### config.mk
export PLATFORM = sky130hd
export DESIGN_NAME = icache_assoc
export DESIGN_NICKNAME = d
export VERILOG_FILES = /design/src/rtl/icache_assoc.sv
export SDC_FILE = /design/constraint.sdc
export NUM_CORES = 1
export LEC_CHECK = 0
export BUFFER_PORTS_ARGS = -buffer_cell sky130_fd_sc_hd__buf_2
export CELL_PAD_IN_SITES_DETAIL_PLACEMENT = 0
export CELL_PAD_IN_SITES_GLOBAL_PLACEMENT = 1
export CORE_MARGIN = 1
export CORE_UTILIZATION = 45
export CTS_CLUSTER_DIAMETER = 50
export CTS_CLUSTER_SIZE = 10
export DETAILED_ROUTE_END_ITERATION = 6
export PLACE_DENSITY_LB_ADDON = 0.12
export SLEW_MARGIN = 20
export SYNTH_ARGS = -nofsm -noshare
export SYNTH_HDL_FRONTEND = slang
export SYNTH_SLANG_ARGS = --single-unit
### constraint.sdc
create_clock -name clk_i -period 18.8 [get_ports clk_i]
set_input_delay 0.94 -clock clk_i [delete_from_list [all_inputs] [get_ports clk_i]]
set_output_delay 0.94 -clock clk_i [all_outputs]
set_load 0.005 [all_outputs]
### src/rtl/icache_assoc.sv
// Set-associative instruction cache with LRU replacement and flush.
// One outstanding line refill; hits to resident lines are served meanwhile.
module icache_assoc #(
    parameter int ADDR_W = 20,
    parameter int LINE_W = 128,
    parameter int WORD_W = 32,
    parameter int SETS   = 4,
    parameter int WAYS   = 2
) (
    input  logic              clk_i,
    input  logic              rst_i,
    input  logic [ADDR_W-1:0] addr_i,
    input  logic              read_rqst_i,
    input  logic              flush_i,
    output logic [WORD_W-1:0] data_o,
    output logic              hit_o,
    output logic              miss_o,
    output logic              rqst_to_mem_o,
    output logic [ADDR_W-1:0] addr_to_mem_o,
    input  logic              mem_data_ready_i,
    input  logic [LINE_W-1:0] mem_data_i,
    input  logic [ADDR_W-1:0] mem_addr_i
);
    localparam int OFF_W  = $clog2(LINE_W / 8);
    localparam int IDX_W  = $clog2(SETS);
    localparam int TAG_W  = ADDR_W - IDX_W - OFF_W;
    localparam int LA_W   = ADDR_W - OFF_W;
    localparam int WPL    = LINE_W / WORD_W;
    localparam int BOFF_W = $clog2(WORD_W / 8);
    localparam int SEL_W  = (WPL > 1) ? $clog2(WPL) : 1;
    localparam int WAY_W  = (WAYS > 1) ? $clog2(WAYS) : 1;

    typedef enum logic [1:0] {IDLE, WAIT, FILL} state_t;

    state_t state_q, state_d;

    logic [TAG_W-1:0]  tag_q  [SETS][WAYS];
    logic [LINE_W-1:0] line_data_q [SETS][WAYS];
    logic [WAYS-1:0]   valid_q [SETS];
    logic [SETS-1:0]   lru_q;

    logic [LA_W-1:0]   line_q;
    logic [LINE_W-1:0] buf_q;
    logic              rqst_q, rqst_d;
    logic              discard_q, discard_d;
    logic              latch, accept, install;

    logic [IDX_W-1:0]  idx, fidx;
    logic [TAG_W-1:0]  tag, ftag;
    logic [SEL_W-1:0]  wsel;
    logic              hit_any;
    logic [WAY_W-1:0]  hit_way, victim;
    logic [LINE_W-1:0] hline;
    logic              unused_bits;

    assign idx  = addr_i[OFF_W +: IDX_W];
    assign tag  = addr_i[ADDR_W-1 -: TAG_W];
    assign fidx = line_q[0 +: IDX_W];
    assign ftag = line_q[LA_W-1 -: TAG_W];

    if (WPL > 1) begin : g_sel
        assign wsel = addr_i[BOFF_W +: SEL_W];
    end else begin : g_nosel
        assign wsel = '0;
    end

    assign unused_bits = ^{addr_i[BOFF_W-1:0], mem_addr_i[OFF_W-1:0]};

    always_comb begin
        hit_any = 1'b0;
        hit_way = '0;
        for (int w = 0; w < WAYS; w++) begin
            if (valid_q[idx][w] && tag_q[idx][w] == tag) begin
                hit_any = 1'b1;
                hit_way = WAY_W'(w);
            end
        end
    end

    assign hline  = line_data_q[idx][hit_way];
    assign hit_o  = read_rqst_i & hit_any;
    assign miss_o = read_rqst_i & ~hit_any;
    assign data_o = hit_o ? hline[wsel*WORD_W +: WORD_W] : '0;

    // Victim: first invalid way, otherwise the way LRU points at.
    always_comb begin
        logic found;
        found  = 1'b0;
        victim = '0;
        if (WAYS > 1) victim = WAY_W'(lru_q[fidx]);
        for (int w = 0; w < WAYS; w++) begin
            if (!found && !valid_q[fidx][w]) begin
                victim = WAY_W'(w);
                found  = 1'b1;
            end
        end
    end

    always_comb begin
        state_d   = state_q;
        rqst_d    = 1'b0;
        discard_d = discard_q;
        latch     = 1'b0;
        accept    = 1'b0;
        install   = 1'b0;
        unique case (state_q)
            IDLE: begin
                discard_d = 1'b0;
                if (read_rqst_i && !hit_any && !flush_i) begin
                    latch   = 1'b1;
                    rqst_d  = 1'b1;
                    state_d = WAIT;
                end
            end
            WAIT: begin
                if (flush_i) discard_d = 1'b1;
                if (mem_data_ready_i &&
                    mem_addr_i[ADDR_W-1:OFF_W] == line_q) begin
                    accept = 1'b1;
                    if (discard_q || flush_i) begin
                        state_d   = IDLE;
                        discard_d = 1'b0;
                    end else begin
                        state_d = FILL;
                    end
                end
            end
            FILL: begin
                install   = !flush_i;
                discard_d = 1'b0;
                state_d   = IDLE;
            end
            default: state_d = IDLE;
        endcase
    end

    always_ff @(posedge clk_i) begin
        if (rst_i) begin
            state_q   <= IDLE;
            rqst_q    <= 1'b0;
            discard_q <= 1'b0;
            line_q    <= '0;
            lru_q     <= '0;
            for (int s = 0; s < SETS; s++) valid_q[s] <= '0;
        end else begin
            state_q   <= state_d;
            rqst_q    <= rqst_d;
            discard_q <= discard_d;
            if (latch) line_q <= addr_i[ADDR_W-1:OFF_W];
            if (flush_i) begin
                lru_q <= '0;
                for (int s = 0; s < SETS; s++) valid_q[s] <= '0;
            end else if (install) begin
                valid_q[fidx][victim] <= 1'b1;
                lru_q[fidx]           <= ~victim[0];
            end else if (state_q == IDLE && hit_o) begin
                lru_q[idx] <= ~hit_way[0];
            end
        end
    end

    // Line storage carries no reset; valid bits gate every use.
    always_ff @(posedge clk_i) begin
        if (accept) buf_q <= mem_data_i;
        if (install) begin
            line_data_q[fidx][victim] <= buf_q;
            tag_q[fidx][victim]       <= ftag;
        end
    end

    assign rqst_to_mem_o = rqst_q;
    assign addr_to_mem_o = {line_q, {OFF_W{1'b0}}};

endmodule

* After elaboration in Yosys (flattened, before gate mapping)
Memories as Yosys holds them, arrays and structs flattened. A register that Yosys moved wholly into a read port is not among the register bits.
Index checks and enable logic that the tools add are counted.
Widths: inputs -> output; s select.
** Storage, ports and cells
- Register bits :: 152
- Memory bits (writable) :: 1144
- Output and inout bits :: 55
- Memories :: 3
** Operators by class
- Magnitude comparators :: 9
- Equality and inequality tests :: 7
- Shift-type cells :: 1
- Multiplexer cells :: 58
- Bitwise logic cells :: 11
- Reductions and logical operators :: 22
** Memories
- line_data_q :: words 4, bits a word 256, read ports 1, clocked after memory_dff 0, write ports 1, RTL line 38 : logic [LINE_W-1:0] line_data_q [SETS][WAYS];
- tag_q :: words 4, bits a word 28, read ports 1, clocked after memory_dff 0, write ports 1, RTL line 37 : logic [TAG_W-1:0] tag_q [SETS][WAYS];
- valid_q :: words 4, bits a word 2, read ports 2, clocked after memory_dff 1, write ports 4, RTL line 39 : logic [WAYS-1:0] valid_q [SETS];
** Operators with widths (count)
- $mux 128 :: 4
- $mux 256 :: 1
- $demux 128 s1 :: 1
- $shiftx 128x8->32 :: 1
- $mux 32 :: 1
- $eq 14x14->1 :: 2
- $mux 28 :: 1
- $mux 2 :: 13
- $mux 1 :: 25
- $eq 16x16->1 :: 1
- $demux 14 s1 :: 1
- $mux 14 :: 1
- $logic_and 1x1->1 :: 11
- $bwmux 4 :: 2
- $mux 4 :: 2
- $lt 2x3->1 const B :: 2
- $reduce_or 2->1 :: 3
- $demux 1 s2 :: 2
- $ge 2x1->1 const B :: 2
- $ge 2x2->1 const B :: 2
- $ne 2x2->1 const B :: 2
- $not 1->2 :: 2
- $or 1x1->1 :: 4
- $pmux 2 s2 :: 1
- other kinds (15) :: 21

* Depth between registers and ports, before layout
An unclocked memory read counts as a cell.
- Depth in word-level cells :: 12
- Gate-level depth with buffers :: 12
- Gate-level depth less buffers :: 8

* Worst setup path after synthesis
OpenSTA, ideal clock, no wires.
- Path kind :: input port to flip-flop
- Start :: input port mem_addr_i[9]
- End :: register state_q[1]
- Library setup time :: 114 ps
- Arrival time :: 11817 ps
- Data required time :: 18686 ps
- Setup slack :: 6869 ps
- Cell stages on the path :: 6
- Buffers on the path :: 0
- Cell sequence :: xnor2_1 -> nand4_1 -> nor4_1 -> nand3_1 -> nor3b_1 -> and3b_1
** Between the ends
- Cells in the longest elaborated chain, start to end :: 4
** RTL lines
- from (decl) :: RTL line 22 : input logic [ADDR_W-1:0] mem_addr_i
- $eq 16x16->1 :: RTL line 118 : mem_addr_i[ADDR_W-1:OFF_W] == line_q) begin
- $logic_and 1x1->1 :: RTL line 117 : if (mem_data_ready_i &&
- $ne 2x2->1 (no source line)
- $reduce_and 2->1 (no source line)
- to (signal assigned) :: RTL line 146 : state_q <= state_d;
- to (decl) :: RTL line 35 : state_t state_q, state_d;
No other way between the ends.
A chain may end at the register's enable or synchronous reset.

* Final worst setup path
- Start :: input port addr_i[4]
- End :: output port data_o[0]
** Between the ends
- Cells in the longest elaborated chain, start to end :: 10
- Elaborated cells between the ends (all ways) :: 17
- Those cells by class :: 2 x eq/ne; 1 x shift; 7 x mux; 2 x bitwise; 2 x reduce/logical; 3 x memory
** RTL lines
- from (decl) :: RTL line 12 : input logic [ADDR_W-1:0] addr_i,
- $mem_v2 4x28
- $eq 14x14->1 :: RTL line 73 : if (valid_q[idx][w] && tag_q[idx][w] == tag) begin
- $logic_and 1x1->1 :: RTL line 73
- $mux 1 :: RTL line 73
- $not 1->2 (implied by the code) :: RTL line 80 : assign hline = line_data_q[idx][hit_way];
- $mux 128 (implied by the code) (3 in series) :: RTL line 80
- $shiftx 128x8->32 :: RTL line 83 : assign data_o = hit_o ? hline[wsel*WORD_W +: WORD_W] : '0;
- $mux 32 (*) :: RTL line 83
- to (decl) :: RTL line 15 : output logic [WORD_W-1:0] data_o,
Every way passes the cells marked *; elsewhere a longest branch is shown, timed or not. The select of a mux whose other input is x is not followed.

==> results.rst <==
.. list-table::
   :header-rows: 1

   * - Metric
     - Value
   * - Highest net fanout along the worst path
     - 104
   * - Chip Height
     - 331 um
   * - Number of antenna violations at the first check in global routing
     - 11
   * - Critical Path Source Type
     - input port
   * - HPWL Detailed
     - 52800 um
   * - Critical path capture point type
     - output pin
   * - Area of all sequential standard cells
     - 38600 sq um
   * - Number of flops mapped to enable cells by yosys
     - 1264
   * - Number of buffers created by CTS
     - 156
   * - Synthesized area
     - 48800 sq um
   * - Total Negative Setup Slacks
     - 0 ns
   * - Number of port buffers
     - 217
   * - Final hold vios
     - 0
   * - Hold buffer count at CTS
     - 0
   * - Leakage power of the design
     - 0.0178 uW
   * - Post-cts resize count
     - 0
   * - Global-route wire length before repair
     - 155000 um
   * - Detail Route Antenna Nets
     - 0
   * - Area of combinational cells with multiple inputs
     - 9760 sq um
   * - Clock slew seen by the registers of the worst setup and hold paths
     - 0.05 ns
   * - Post-synth cell types
     - 50
   * - Post-Place Worst Slack
     - 11.42 ns
   * - Achievable clock frequency
     - 142 MHz
   * - Post-DR vias/cell
     - 5.66
   * - Clock skew
     - 0.0196 ns
   * - Fill cell instance count of the final layout
     - 8295
   * - Master of the slowest instance on the critical path
     - sky130_fd_sc_hd__buf_4
   * - Crit path time final
     - 7.02 ns
   * - Setup repair after global routing missed its margin
     - no
   * - DRT iter0 DRCs
     - 1595
   * - Core Region
     - 107000 sq um
   * - Rel. slew slack
     - 28.8%
   * - Residual overflow from global routing
     - 0
   * - NumNets Final
     - 2515
   * - CTS tree
     - yes
   * - Post-CTS repair timing setup buffer count
     - 0
   * - Die Wd
     - 331 um
   * - Iteration count of the initial detailed-routing pass
     - 5
   * - Part of the cycle the worst path needs
     - 37.3%
   * - Per-instance average area after synthesis
     - 24.0 sq um
   * - Root buf cell
     - sky130_fd_sc_hd__clkbuf_16
   * - Routed vias
     - 21497
   * - Total global-route track usage
     - 19.2%
   * - Initial core utilization
     - 45.5%
   * - Critical path's largest stage delay
     - 0.81 ns
   * - Top-Level Pins
     - 228
   * - Pwr Density
     - 107 nW/um^2
   * - Critical Path RT
     - 17.86 ns
   * - Critical path arrival
     - 6.08 ns
   * - Die area
     - 110000 sq um
   * - Largest net degree at the start of global routing
     - 148
   * - Reg2Reg Setup Slack
     - 13.75 ns
   * - Max Buffers Root-to-Sink
     - 3
   * - Routed wirelength normalized by instance count
     - 27.1 um
   * - Crit path kind
     - input port to output pin
   * - Capturing point of the worst reg2reg path
     - line_data_q[0][209]
   * - Worst min-delay path category
     - input port to flop
   * - Worst r2r path cells
     - 7
   * - Number of pins with negative max-slew slack in the final report
     - 0
   * - Worst supply voltage drop on vdd
     - 0.0000853 V
   * - Placement Rows
     - 120
   * - Clock insertion delay at the later pin of the skew report
     - 0.74 ns
   * - Count of unresolved DRC violations after routing
     - 0
   * - Count of endpoints failing setup in the final report
     - 0
   * - Register bit total from synthesis
     - 1298
   * - Hold Path Cell Cnt
     - 1
   * - Share of layout cells above drive strength 1
     - 33.1%
   * - End point of the most critical hold path
     - buf_q[79]
   * - Main flop type after synthesis
     - sky130_fd_sc_hd__edfxtp_1
   * - Final worst slack
     - 11.78 ns
   * - Sequential-to-total area share from yosys stat
     - 79.1%
   * - Transition time at the pin with the least slew margin
     - 1.07 ns
   * - Vias in the first global route
     - 23534
   * - Cells after synthesis
     - 2034
   * - Startpoint of the tightest hold check path
     - mem_data_i[79]
   * - Worst reg2reg startpoint
     - state_q[1]
   * - Run status
     - complete, no violations
   * - Wire length reported by the detailed router
     - 103000 um
   * - Proportion of register bits with asynchronous set or reset after synthesis
     - 0%
   * - Routability-driven placement congestion ratio
     - 0.719
   * - Synth warn
     - 0
   * - Synthesis-to-finish area growth
     - 14.7%
   * - Number of H-tree levels
     - 4
   * - Clk sinks
     - 1298
   * - MaxCap Viol Count
     - 0
   * - Cell-by-cell trace of the critical path
     - buf_8 -> buf_12 -> mux4_2 -> xnor2_1 -> nand4_1 -> nor4_1 -> o211a_4 -> buf_4 -> mux2i_1 -> nor2_1 -> buf_2
[routing by layer]
layer | GRT usage (%) | up-vias | wire [um] | part of all wire, %
met5 | 0 | - | 78 | 0.076
met3 | 3.96 | 171 | 4940 | 4.8
met4 | 5.73 | 12 | 2170 | 2.1
li1 | - | 9202 | - | -
met2 | 31.3 | 518 | 51000 | 50
met1 | 26.3 | 11594 | 44600 | 43
[state kept, by name (all words and copies together), names as in the netlist, named ones only]
name / cells
rqst_to_mem_o: 1
buf_q: 128
line_q: 16
valid_q: 8
tag_q: 112
line_data_q: 1024
lru_q: 4
state_q: 2
discard_q: 1
[cells in the final DEF, fill, tap and decap left out, types with 26 or more instances in the layout]
cell / n
sky130_fd_sc_hd__nor2_1: 62
sky130_fd_sc_hd__dfxtp_1: 34
sky130_fd_sc_hd__buf_4: 26
sky130_fd_sc_hd__mux2i_1: 74
sky130_fd_sc_hd__clkbuf_16: 157
sky130_fd_sc_hd__edfxtp_1: 1264
sky130_fd_sc_hd__mux4_2: 338
sky130_fd_sc_hd__buf_2: 213
sky130_fd_sc_hd__xnor2_1: 36
[stage by stage]
stage | hold slack [ns] | total power (uW) | utilization, % | instances | area [sq um]
2_1_floorplan | 0.432 | 3330 | - | 2037 | 48800
3_3_place_gp | 0.450 | 3400 | 48.1 | 3587 | 51600
3_5_place_dp | 0.458 | 3400 | 48.1 | 3587 | 51600
4_1_cts | 0.303 | 6060 | 52.2 | 3798 | 56000
5_1_grt | 0.332 | 6160 | 52.2 | 3798 | 56000
6_report | 0.373 | 5980 | 52.2 | 3799 | 56000
[power breakdown]
group / leakage [uW] / internal, uW / switching [uW]
Clock: 0.00215 / 1550 / 1090
Combinational: 0.00405 / 100 / 92.5
Sequential: 0.0116 / 3140 / 6.30
[logic make-up after synthesis]
| logic type | count (synthesis) | share of synthesized area (%) |
|---|---|---|
| buffers and inverters | 107 | 1.06 |
| muxes | 415 | 17.2 |
| AOI/OAI and AO/OA | 37 | 0.505 |
| and+or+nand+nor | 124 | 1.19 |
| DFF | 1298 | 79.1 |
| xor gates and xnor gates | 52 | 0.933 |
| other | 1 | 0.00768 |
[worst max-delay path by stage]
stage / start / to / slack (ns) / cells past startpoint
final: addr_i[4] / data_o[0] / 11.78 / 11
after global routing: addr_i[4] / data_o[0] / 11.39 / 11
after CTS: addr_i[4] / data_o[0] / 11.49 / 11
after detailed placement: addr_i[4] / data_o[0] / 11.42 / 11
after global placement: addr_i[4] / data_o[0] / 11.44 / 11
after floorplan: mem_addr_i[9] / state_q[1] / 6.87 / 6
[area by class of cell]
cell class                 instances  share of cell area, %
timing repair buffer             248                   2.56
inverter                           6                 0.0402
clock inverter                    38                  0.722
antenna                            1                0.00447
clock buffer                     173                   7.12
sequential                      1298                   69.0
multi-input combinational        632                   17.4
tap                             1403                   3.13
[worst max-delay path, delay by kind of cell]
kind / cells / cell delay (ns)
xor gates and xnor gates: 1 / 0.17
buffers and inverters: 4 / 2.34
muxes: 2 / 1.22
AOI/OAI and AO/OA: 1 / 0.45
and+or+nand+nor: 3 / 0.82
[synthesized netlist by cell type (6+ instances only)]
| cell | n | area (sq um) |
|---|---|---|
| sky130_fd_sc_hd__nand4_1 | 6 | 37.5 |
| sky130_fd_sc_hd__nand2_1 | 10 | 37.5 |
| sky130_fd_sc_hd__xor2_1 | 16 | 140 |
| sky130_fd_sc_hd__a21oi_1 | 13 | 65.1 |
| sky130_fd_sc_hd__buf_4 | 11 | 82.6 |
| sky130_fd_sc_hd__edfxtp_1 | 1264 | 38000 |
| sky130_fd_sc_hd__mux4_2 | 338 | 7610 |
| sky130_fd_sc_hd__buf_2 | 27 | 135 |
| sky130_fd_sc_hd__nor2_1 | 70 | 263 |
| sky130_fd_sc_hd__nand3_1 | 7 | 35.0 |
| sky130_fd_sc_hd__dfxtp_1 | 34 | 681 |
| sky130_fd_sc_hd__xnor2_1 | 36 | 315 |
| sky130_fd_sc_hd__mux2i_1 | 74 | 741 |
| sky130_fd_sc_hd__clkbuf_1 | 53 | 199 |
(Power assumes the default switching activity.)
